**src/rtl/pwm_multi_timer_pkg.sv**
```systemverilog
// Shared types and default sizing for the multi-channel PWM timer.
// Imported by pwm_multi_timer; the optional IRQ feature is PWM_MULTI_TIMER_IRQ_EN.
package pwm_multi_timer_pkg;

    localparam int DEFAULT_WORD_WIDTH = 32;
    localparam int DEFAULT_N_CH       = 4;

    typedef enum logic [1:0] {
        IDLE = 2'd0,
        RUN  = 2'd1,
        DONE = 2'd2
    } state_t;

endpackage

```
**src/rtl/pwm_compare_ch.sv**
```systemverilog
// One PWM channel: duty shadow register plus a registered compare against the
// counter value that will be presented on the next cycle.
module pwm_compare_ch #(
    parameter int WORD_WIDTH = 32
) (
    input  logic                  clk,
    input  logic                  rst,
    input  logic                  load,
    input  logic [WORD_WIDTH-1:0] duty,
    input  logic [WORD_WIDTH-1:0] count_next,
    input  logic                  run_next,
    output logic                  pwm
);

    logic [WORD_WIDTH-1:0] duty_sh_reg;
    logic [WORD_WIDTH-1:0] duty_sh_next;
    logic                  pwm_reg;
    logic                  pwm_next;

    // Compare uses next-cycle count and shadow so pwm lines up with count.
    always_comb begin
        duty_sh_next = load ? duty : duty_sh_reg;
        pwm_next     = run_next && (count_next < duty_sh_next);
    end

    always_ff @(posedge clk or posedge rst) begin
        if (rst) begin
            duty_sh_reg <= '0;
            pwm_reg     <= 1'b0;
        end else begin
            duty_sh_reg <= duty_sh_next;
            pwm_reg     <= pwm_next;
        end
    end

    assign pwm = pwm_reg;

endmodule

```
**src/rtl/pwm_multi_timer.sv**
```systemverilog
// Multi-channel PWM timer: shared period counter with IDLE/RUN/DONE control and
// per-channel compare. Optional sticky wrap interrupt under PWM_MULTI_TIMER_IRQ_EN.
module pwm_multi_timer
    import pwm_multi_timer_pkg::*;
#(
    parameter int WORD_WIDTH = DEFAULT_WORD_WIDTH,
    parameter int N_CH       = DEFAULT_N_CH
) (
    input  logic                       clk,
    input  logic                       rst,
    input  logic                       enable,
    input  logic                       restart,
    input  logic                       oneshot,
    input  logic [WORD_WIDTH-1:0]      period,
    input  logic [N_CH*WORD_WIDTH-1:0] duty,
`ifdef PWM_MULTI_TIMER_IRQ_EN
    input  logic                       irq_clr,
    output logic                       irq,
`endif
    output logic [WORD_WIDTH-1:0]      count,
    output logic [N_CH-1:0]            pwm_out,
    output logic                       wrap,
    output logic                       done
);

    localparam logic [WORD_WIDTH-1:0] ONE_W = {{(WORD_WIDTH-1){1'b0}}, 1'b1};

    state_t                state_reg;
    state_t                state_next;
    logic [WORD_WIDTH-1:0] count_reg;
    logic [WORD_WIDTH-1:0] count_next;
    logic [WORD_WIDTH-1:0] period_sh_reg;
    logic [WORD_WIDTH-1:0] period_sh_next;
    logic                  load;
    logic                  at_end;
    logic                  run_next;

    // period_sh is never 0 in RUN, so the subtraction cannot underflow there.
    assign at_end   = (state_reg == RUN) && (count_reg == period_sh_reg - ONE_W);
    assign run_next = (state_next == RUN);

    always_comb begin
        state_next = state_reg;
        count_next = '0;
        load       = 1'b0;
        if (!enable) begin
            state_next = IDLE;
        end else begin
            case (state_reg)
                IDLE: begin
                    if (period != '0) begin
                        state_next = RUN;
                        load       = 1'b1;
                    end
                end
                RUN: begin
                    // restart outranks the wrap: it keeps the block running.
                    if (restart || at_end) begin
                        load = 1'b1;
                        if (period == '0) begin
                            state_next = IDLE;
                        end else if (!restart && oneshot) begin
                            state_next = DONE;
                        end
                    end else begin
                        count_next = count_reg + ONE_W;
                    end
                end
                DONE: begin
                    if (restart) begin
                        load       = 1'b1;
                        state_next = (period == '0) ? IDLE : RUN;
                    end
                end
                default: state_next = IDLE;
            endcase
        end
        period_sh_next = load ? period : period_sh_reg;
    end

    always_ff @(posedge clk or posedge rst) begin
        if (rst) begin
            state_reg     <= IDLE;
            count_reg     <= '0;
            period_sh_reg <= '0;
        end else begin
            state_reg     <= state_next;
            count_reg     <= count_next;
            period_sh_reg <= period_sh_next;
        end
    end

    genvar gi;
    generate
        for (gi = 0; gi < N_CH; gi++) begin : g_ch
            pwm_compare_ch #(
                .WORD_WIDTH(WORD_WIDTH)
            ) u_ch (
                .clk       (clk),
                .rst       (rst),
                .load      (load),
                .duty      (duty[gi*WORD_WIDTH +: WORD_WIDTH]),
                .count_next(count_next),
                .run_next  (run_next),
                .pwm       (pwm_out[gi])
            );
        end
    endgenerate

`ifdef PWM_MULTI_TIMER_IRQ_EN
    logic irq_reg;
    logic irq_set;

    assign irq_set = at_end || ((state_next == DONE) && (state_reg != DONE));

    // A coincident set beats the clear so no wrap event is lost.
    always_ff @(posedge clk or posedge rst) begin
        if (rst) begin
            irq_reg <= 1'b0;
        end else if (irq_set) begin
            irq_reg <= 1'b1;
        end else if (irq_clr) begin
            irq_reg <= 1'b0;
        end
    end

    assign irq = irq_reg;
`endif

    assign count = count_reg;
    assign wrap  = at_end;
    assign done  = (state_reg == DONE);

endmodule

```
**config.mk**
```make
export PLATFORM = sky130hd
export DESIGN_NAME = pwm_multi_timer
export DESIGN_NICKNAME = d
export VERILOG_FILES = /design/src/rtl/pwm_multi_timer_pkg.sv /design/src/rtl/pwm_compare_ch.sv /design/src/rtl/pwm_multi_timer.sv
export SDC_FILE = /design/constraint.sdc
export NUM_CORES = 1
export LEC_CHECK = 0
export BUFFER_PORTS_ARGS = -buffer_cell sky130_fd_sc_hd__buf_2
export CAP_MARGIN = 20
export CORE_ASPECT_RATIO = 0.5
export CORE_UTILIZATION = 30
export CTS_BUF_LIST = sky130_fd_sc_hd__clkbuf_2 sky130_fd_sc_hd__clkbuf_4 sky130_fd_sc_hd__clkbuf_8
export CTS_CLUSTER_SIZE = 16
export DETAILED_ROUTE_END_ITERATION = 8
export GPL_TIMING_DRIVEN = 1
export SYNTH_ARGS = -nofsm -noshare
export SYNTH_HDL_FRONTEND = slang
export SYNTH_SLANG_ARGS = --single-unit
```
**constraint.sdc**
```tcl
create_clock -name clk -period 10.9 [get_ports clk]
set_clock_uncertainty 0.05 [all_clocks]
set_input_delay 0 -clock clk [delete_from_list [all_inputs] [get_ports clk]]
set_output_delay 0 -clock clk [all_outputs]
set_load 0.1 [all_outputs]
```
# --- Word level (Yosys, flattened, before mapping) ---
# Index checks and enable logic that the tools add are counted.
op_classes:
  add_sub_neg: 2
  magnitude_cmp: 4
  eq_ne: 4
  mux: 20
  reduce_logical: 11
ops:
  columns: ["op", "n"]
  rows:
  - ["$mux W32", 7]
  - ["$lt A32 B32 Y1", 4]
  - ["$add A32 B1 Y32 const B", 1]
  - ["$eq A32 B32 Y1", 1]
  - ["$logic_not A32 Y1", 1]
  - ["$reduce_bool A32 Y1", 1]
  - ["$sub A32 B1 Y32 const B", 1]
  - ["$mux W2", 6]
  - ["$logic_and A1 B1 Y1", 6]
  - ["$pmux W2 S3", 1]
  - ["$mux W1", 5]
  - ["$eq A2 B1 Y1 const B", 2]
  - ["$pmux W1 S3", 1]
  - ["$eq A2 B2 Y1 const B", 1]
  - ["$logic_not A2 Y1", 1]
  - ["$logic_not A1 Y1", 1]
  - ["$logic_or A1 B1 Y1", 1]
totals:
  register_bits: 198
  input_bits: 165
  elab_cells: 52

# --- Logic depth before layout (Yosys ltp) ---
logic_depth:
  depth_word: 10
  mapped_depth: 24
  mapped_depth_nobuf: 20

# --- Cells and area by module ---
# From an unflattened synthesis, not the netlist that was laid out.
hier_totals:
  cells_unflattened: 1145
  area_unflattened_um2: 11891.4
modules_own_cells:
  columns: ["module", "n_inst", "cells_per_inst", "area_per_inst_um2"]
  rows:
  - ["pwm_multi_timer", 1, 416, 4033.9]
  - ["pwm_compare_ch (g_ch[0].u_ch ...)", 2, 184, 1961.9]
  - ["pwm_compare_ch (g_ch[2].u_ch)", 1, 180, 1968.1]
  - ["pwm_compare_ch (g_ch[3].u_ch)", 1, 181, 1965.6]

# --- Least setup slack after synthesis ---
# No wires, ideal clock.
synth_path:
  kind: "reg-to-output"
  from: "register count_reg[21], in the netlist count[21]"
  to: "output wrap"
  arrival_ns: 5.286
  required_ns: 10.850
  setup_slack_ns: 5.564
  path_stages_with_launch: 8
  n_path_buf: 0
  path_cell_list: "dfrtp_1 xnor2_1 or4b_2 nor3_1 a311oi_1 a22oi_1 o2111ai_1 nor4bb_1"
synth_via:
  elab_chain_cells: 2
synth_rtl:
  columns: ["item", "line_no", "text"]
  rows:
  - ["start: declaration", "pwm_multi_timer.sv:30", "logic [WORD_WIDTH-1:0] count_reg;"]
  - ["start signal: assignment", "pwm_multi_timer.sv:88", "count_reg <= count_next;"]
  - ["$eq A32 B32 Y1", "pwm_multi_timer.sv:39", "assign at_end = (state_reg == RUN) && (count_reg == period_sh_reg - ONE_W);"]
  - ["$logic_and A1 B1 Y1", "pwm_multi_timer.sv:39", null]
  - ["end: declaration", "pwm_multi_timer.sv:22", "output logic wrap,"]
# Every way passes these cells.

# --- Final worst setup path ---
layout_path:
  from: "register period_sh_reg[10]"
  to: "register g_ch[3].u_ch.pwm_reg"
layout_via:
  elab_chain_cells: 10
  elab_cells_between_ends: 17
layout_rtl:
  columns: ["item", "line_no", "text"]
  rows:
  - ["start: declaration", "pwm_multi_timer.sv:32", "logic [WORD_WIDTH-1:0] period_sh_reg;"]
  - ["start signal: assignment", "pwm_multi_timer.sv:89", "period_sh_reg <= period_sh_next;"]
  - ["$sub A32 B1 Y32 *", "pwm_multi_timer.sv:39", null]
  - ["$eq A32 B32 Y1 *", "pwm_multi_timer.sv:39", null]
  - ["$logic_and A1 B1 Y1 *", "pwm_multi_timer.sv:39", null]
  - ["$logic_or A1 B1 Y1 *", "pwm_multi_timer.sv:58", "if (restart || at_end) begin"]
  - ["$mux W1", "pwm_multi_timer.sv:58", null]
  - ["$pmux W1 S3", "pwm_multi_timer.sv:49", "case (state_reg)"]
  - ["$mux W1", "pwm_multi_timer.sv:46", "if (!enable) begin"]
  - ["$mux W32", "pwm_compare_ch.sv:22", "duty_sh_next = load ? duty : duty_sh_reg;"]
  - ["$lt A32 B32 Y1", "pwm_compare_ch.sv:23", "pwm_next = run_next && (count_next < duty_sh_next);"]
  - ["$logic_and A1 B1 Y1 *", "pwm_compare_ch.sv:23", null]
  - ["named net g_ch[3].u_ch.pwm_next", "pwm_compare_ch.sv:18", "logic pwm_next;"]
  - ["end signal: assignment", "pwm_compare_ch.sv:32", "pwm_reg <= pwm_next;"]
  - ["end: declaration", "pwm_compare_ch.sv:17", "logic pwm_reg;"]
# Mark *: on every way through the listed nets, which the timed path passes. The rest lies on a longest branch.
# A chain may end at the register's enable or synchronous reset.

==> results.cfg <==
[worst_setup_path]
cp-start-kind = flop
reg2reg_to = g_ch[3].u_ch.pwm
critPathArrivalTime_ns = 6.50
criticalPathCategory = flop to flop
critPathCaptureType = flop
cp.required_ns = 11.25
r2r_cells = 17
crit_path_max_fanout = 122
regToRegStartpoint = period_sh_reg[10]
regToRegSetupSlack_ns = 4.76

[finish]
multiInputGateArea_sq_mm = 0.006664
largest_reg_flops = 128
area_growth_syn_to_layout_pct = 28.78
drive_gt1_frac = 0.2220
num-fill-cells = 3971
fin_nets = 1823
final_util = 0.3936
regArea_sq_mm = 0.004955

[sta]
drv_slew = 0
fin_crit_sh = 0.5637
rsz0062_at_grt = false
worst_slew_pin_slew_ns = 0.9506
max_freq_ghz = 0.1627
final_hold_viol_count = 0
period_needed_ns = 6.145
fin_setup_tns_ns = 0
setup_viol = 0
relSlewSlack = 0.3614

[placed_design]
dp.final_hpwl_mm = 26.78
io_buffers = 202
place_congestion = 0.8625

[cts]
postCtsSetupRepairBufs = 0
clkTransAtPathRegs_ns = 0.11
cts_resized = 0
cts_buffers = 17
cts_max_path_buffers = 2
cts_root_buf = clkbuf_8
cts_sinks = 198
htree_levels = 4
cts_hold_buf = 164
clk_latency_ns = 0.50
cts_tree = built

[floorplan]
dieArea_sq_mm = 0.04223
core_area_sq_mm = 0.04060
fp.dieH_microns = 145.8
fp-row-count = 52
die_x_microns = 289.6
initial_utilization = 0.3056
pin_count = 203

[yosys]
ys_warn_count = 0
synth_edf_count = 0
ys.flop_type = dfrtp_1
syn_avg_cell_area_sq_um = 10.51
synthesis.nets = 1472
synth_area_sq_mm = 0.01241
yosysSeqAreaShare = 0.3993
synth_seq_cells = 198
synthCells = 1181
async_flop_share = 1.000
netlist-cell-type-count = 68

[grt]
antenna_found_initial = 4
grt_overflow = 0
track_usage = 0.1764
grt_pass1_vias = 10440
grt_pass1_wl_mm = 57.22
grt_max_degree = 123

[power_and_ir_drop]
pwr-share-seq = 0.478
vdd_drop_max_mv = 0.08335
switching_share = 0.3149
p_comb_frac = 0.237
p_total_mw = 1.831
powerDensity_mw_per_mm2 = 114.6
internal_power_mw = 1.254
pwr-share-clk = 0.285
p_sw_uw = 576.6
leakagePower_nw = 7.945

[route]
drt_first_pass_iters = 5
remaining_drc_errors = 0
routedWlPerCell_microns = 17.48
wl_mm = 36.51
drt_iter0_markers = 437
num_vias = 10113
drt-vias-per-instance = 4.841
ant_nets = 0

[hold_path]
hold_path.class = input port to asynchronous set/reset pin

[run]
cap_violations = 0

[status]
status = complete, no violations
critical path, stage by stage, from the launching register on:
cell,delay (ns)
dfrtp_1,0.46
nor3_1,0.80
nand4_1,0.31
nor4_1,0.37
mux2i_1,0.26
a21boi_0,0.14
and4_1,0.30
o211ai_4,0.22
buf_12,0.61
mux2i_1,0.24
ha_1,0.35
nand4_1,0.12
or2_2,0.35
nor4_1,0.68
o21ai_0,0.21
nand3_1,0.15
nor4b_1,0.06
a21o_1,0.21
cells in the final DEF (no fill, tap or decap), types with 29 or more instances in the layout:
master / count
buf_2: 202
dfrtp_1: 198
dlygate4sd3_1: 164
ha_1: 126
inv_1: 107
mux2i_1: 97
nor2_1: 78
nand2_1: 41
nand4_1: 38
a21oi_1: 38
xor2_1: 31
mux2_2: 29
cells in the mapped netlist (8+ instances only):
cell,n,area (sq um)
xor2_1,31,271.5
xnor2_1,28,245.2
inv_1,108,405.4
nand4_1,38,237.7
and3_1,10,62.56
nor2_1,78,292.8
mux2_2,29,326.6
nand3_1,23,115.1
clkbuf_1,17,63.81
a21o_1,22,165.2
inv_2,25,93.84
mux2i_1,97,970.9
o21ai_0,25,125.1
and4_1,9,78.83
buf_6,15,168.9
mux2_4,11,165.2
o211ai_1,8,60.06
nor2b_1,11,68.82
nor4_1,25,156.4
nand2b_1,8,50.05
nand2_1,41,153.9
a21oi_1,38,190.2
nor4b_1,8,70.07
mux2i_2,25,344.1
ha_1,126,1577
nor3_1,18,90.09
dfrtp_1,198,4955
per-stage QoR:
stage | hold slack [ns] | cell area (sq um) | setup slack (ns) | std cells
finish | 0.1841 | 15980 | 4.755 | 2089
global route | 0.2118 | 15980 | 4.262 | 2089
CTS | 0.1963 | 15940 | 4.826 | 2084
detailed placement | 0.1895 | 13870 | 4.848 | 1888
global placement | 0.1868 | 13870 | 4.995 | 1888
floorplan | 0.02028 | 12410 | 5.453 | 1181
how the worst max path moves through the flow:
| stage | startpoint | end | slack (ns) | cells past startpoint |
|---|---|---|---|---|
| final | period_sh_reg[10] | g_ch[3].u_ch.pwm | 4.76 | 17 |
| after global routing | period_sh_reg[10] | g_ch[1].u_ch.pwm | 4.26 | 19 |
| after CTS | period_sh_reg[10] | g_ch[2].u_ch.pwm | 4.83 | 19 |
| after detailed placement | period_sh_reg[10] | g_ch[2].u_ch.pwm | 4.85 | 19 |
| after global placement | period_sh_reg[10] | g_ch[2].u_ch.pwm | 4.99 | 19 |
| after floorplan | rst | count[0] | 5.45 | 1 |
layer usage:
layer	vias to the layer above	wire length [microns]	global-route usage
met5	-	0	0
met1	4962	15900	0.2191
met3	66	1003	0.02931
met4	0	1270	0.06911
met2	184	18340	0.3043
li1	4901	-	-
cells by family after synthesis:
kind of cell    Yosys count  share of synthesized area
simple gates            310                     0.1375
flops                   198                     0.3993
fa+ha+maj               126                     0.1271
compound gates          149                    0.08158
xor+xnor                 60                    0.04346
buf+inv                 174                    0.06363
mux                     164                     0.1474
layout make-up:
type,count,area share
Multi-Input combinational cell,809,0.4170
Sequential cell,198,0.3101
Timing Repair Buffer,373,0.1713
Clock inverter,12,0.01010
Antenna cell,4,0.0006264
Inverter,133,0.03171
Tap cell,540,0.04228
Clock buffer,20,0.01683
power by group through the flow:
stage | clock network [mW] | registers (mW) | logic, mW
global route | 0.565 | 0.887 | 0.483
detailed placement | 0 | 0.890 | 0.386
CTS | 0.538 | 0.875 | 0.432
floorplan | 0 | 0.870 | 0.295
global placement | 0 | 0.886 | 0.380
finish | 0.521 | 0.876 | 0.434
(Power assumes the default switching activity.)
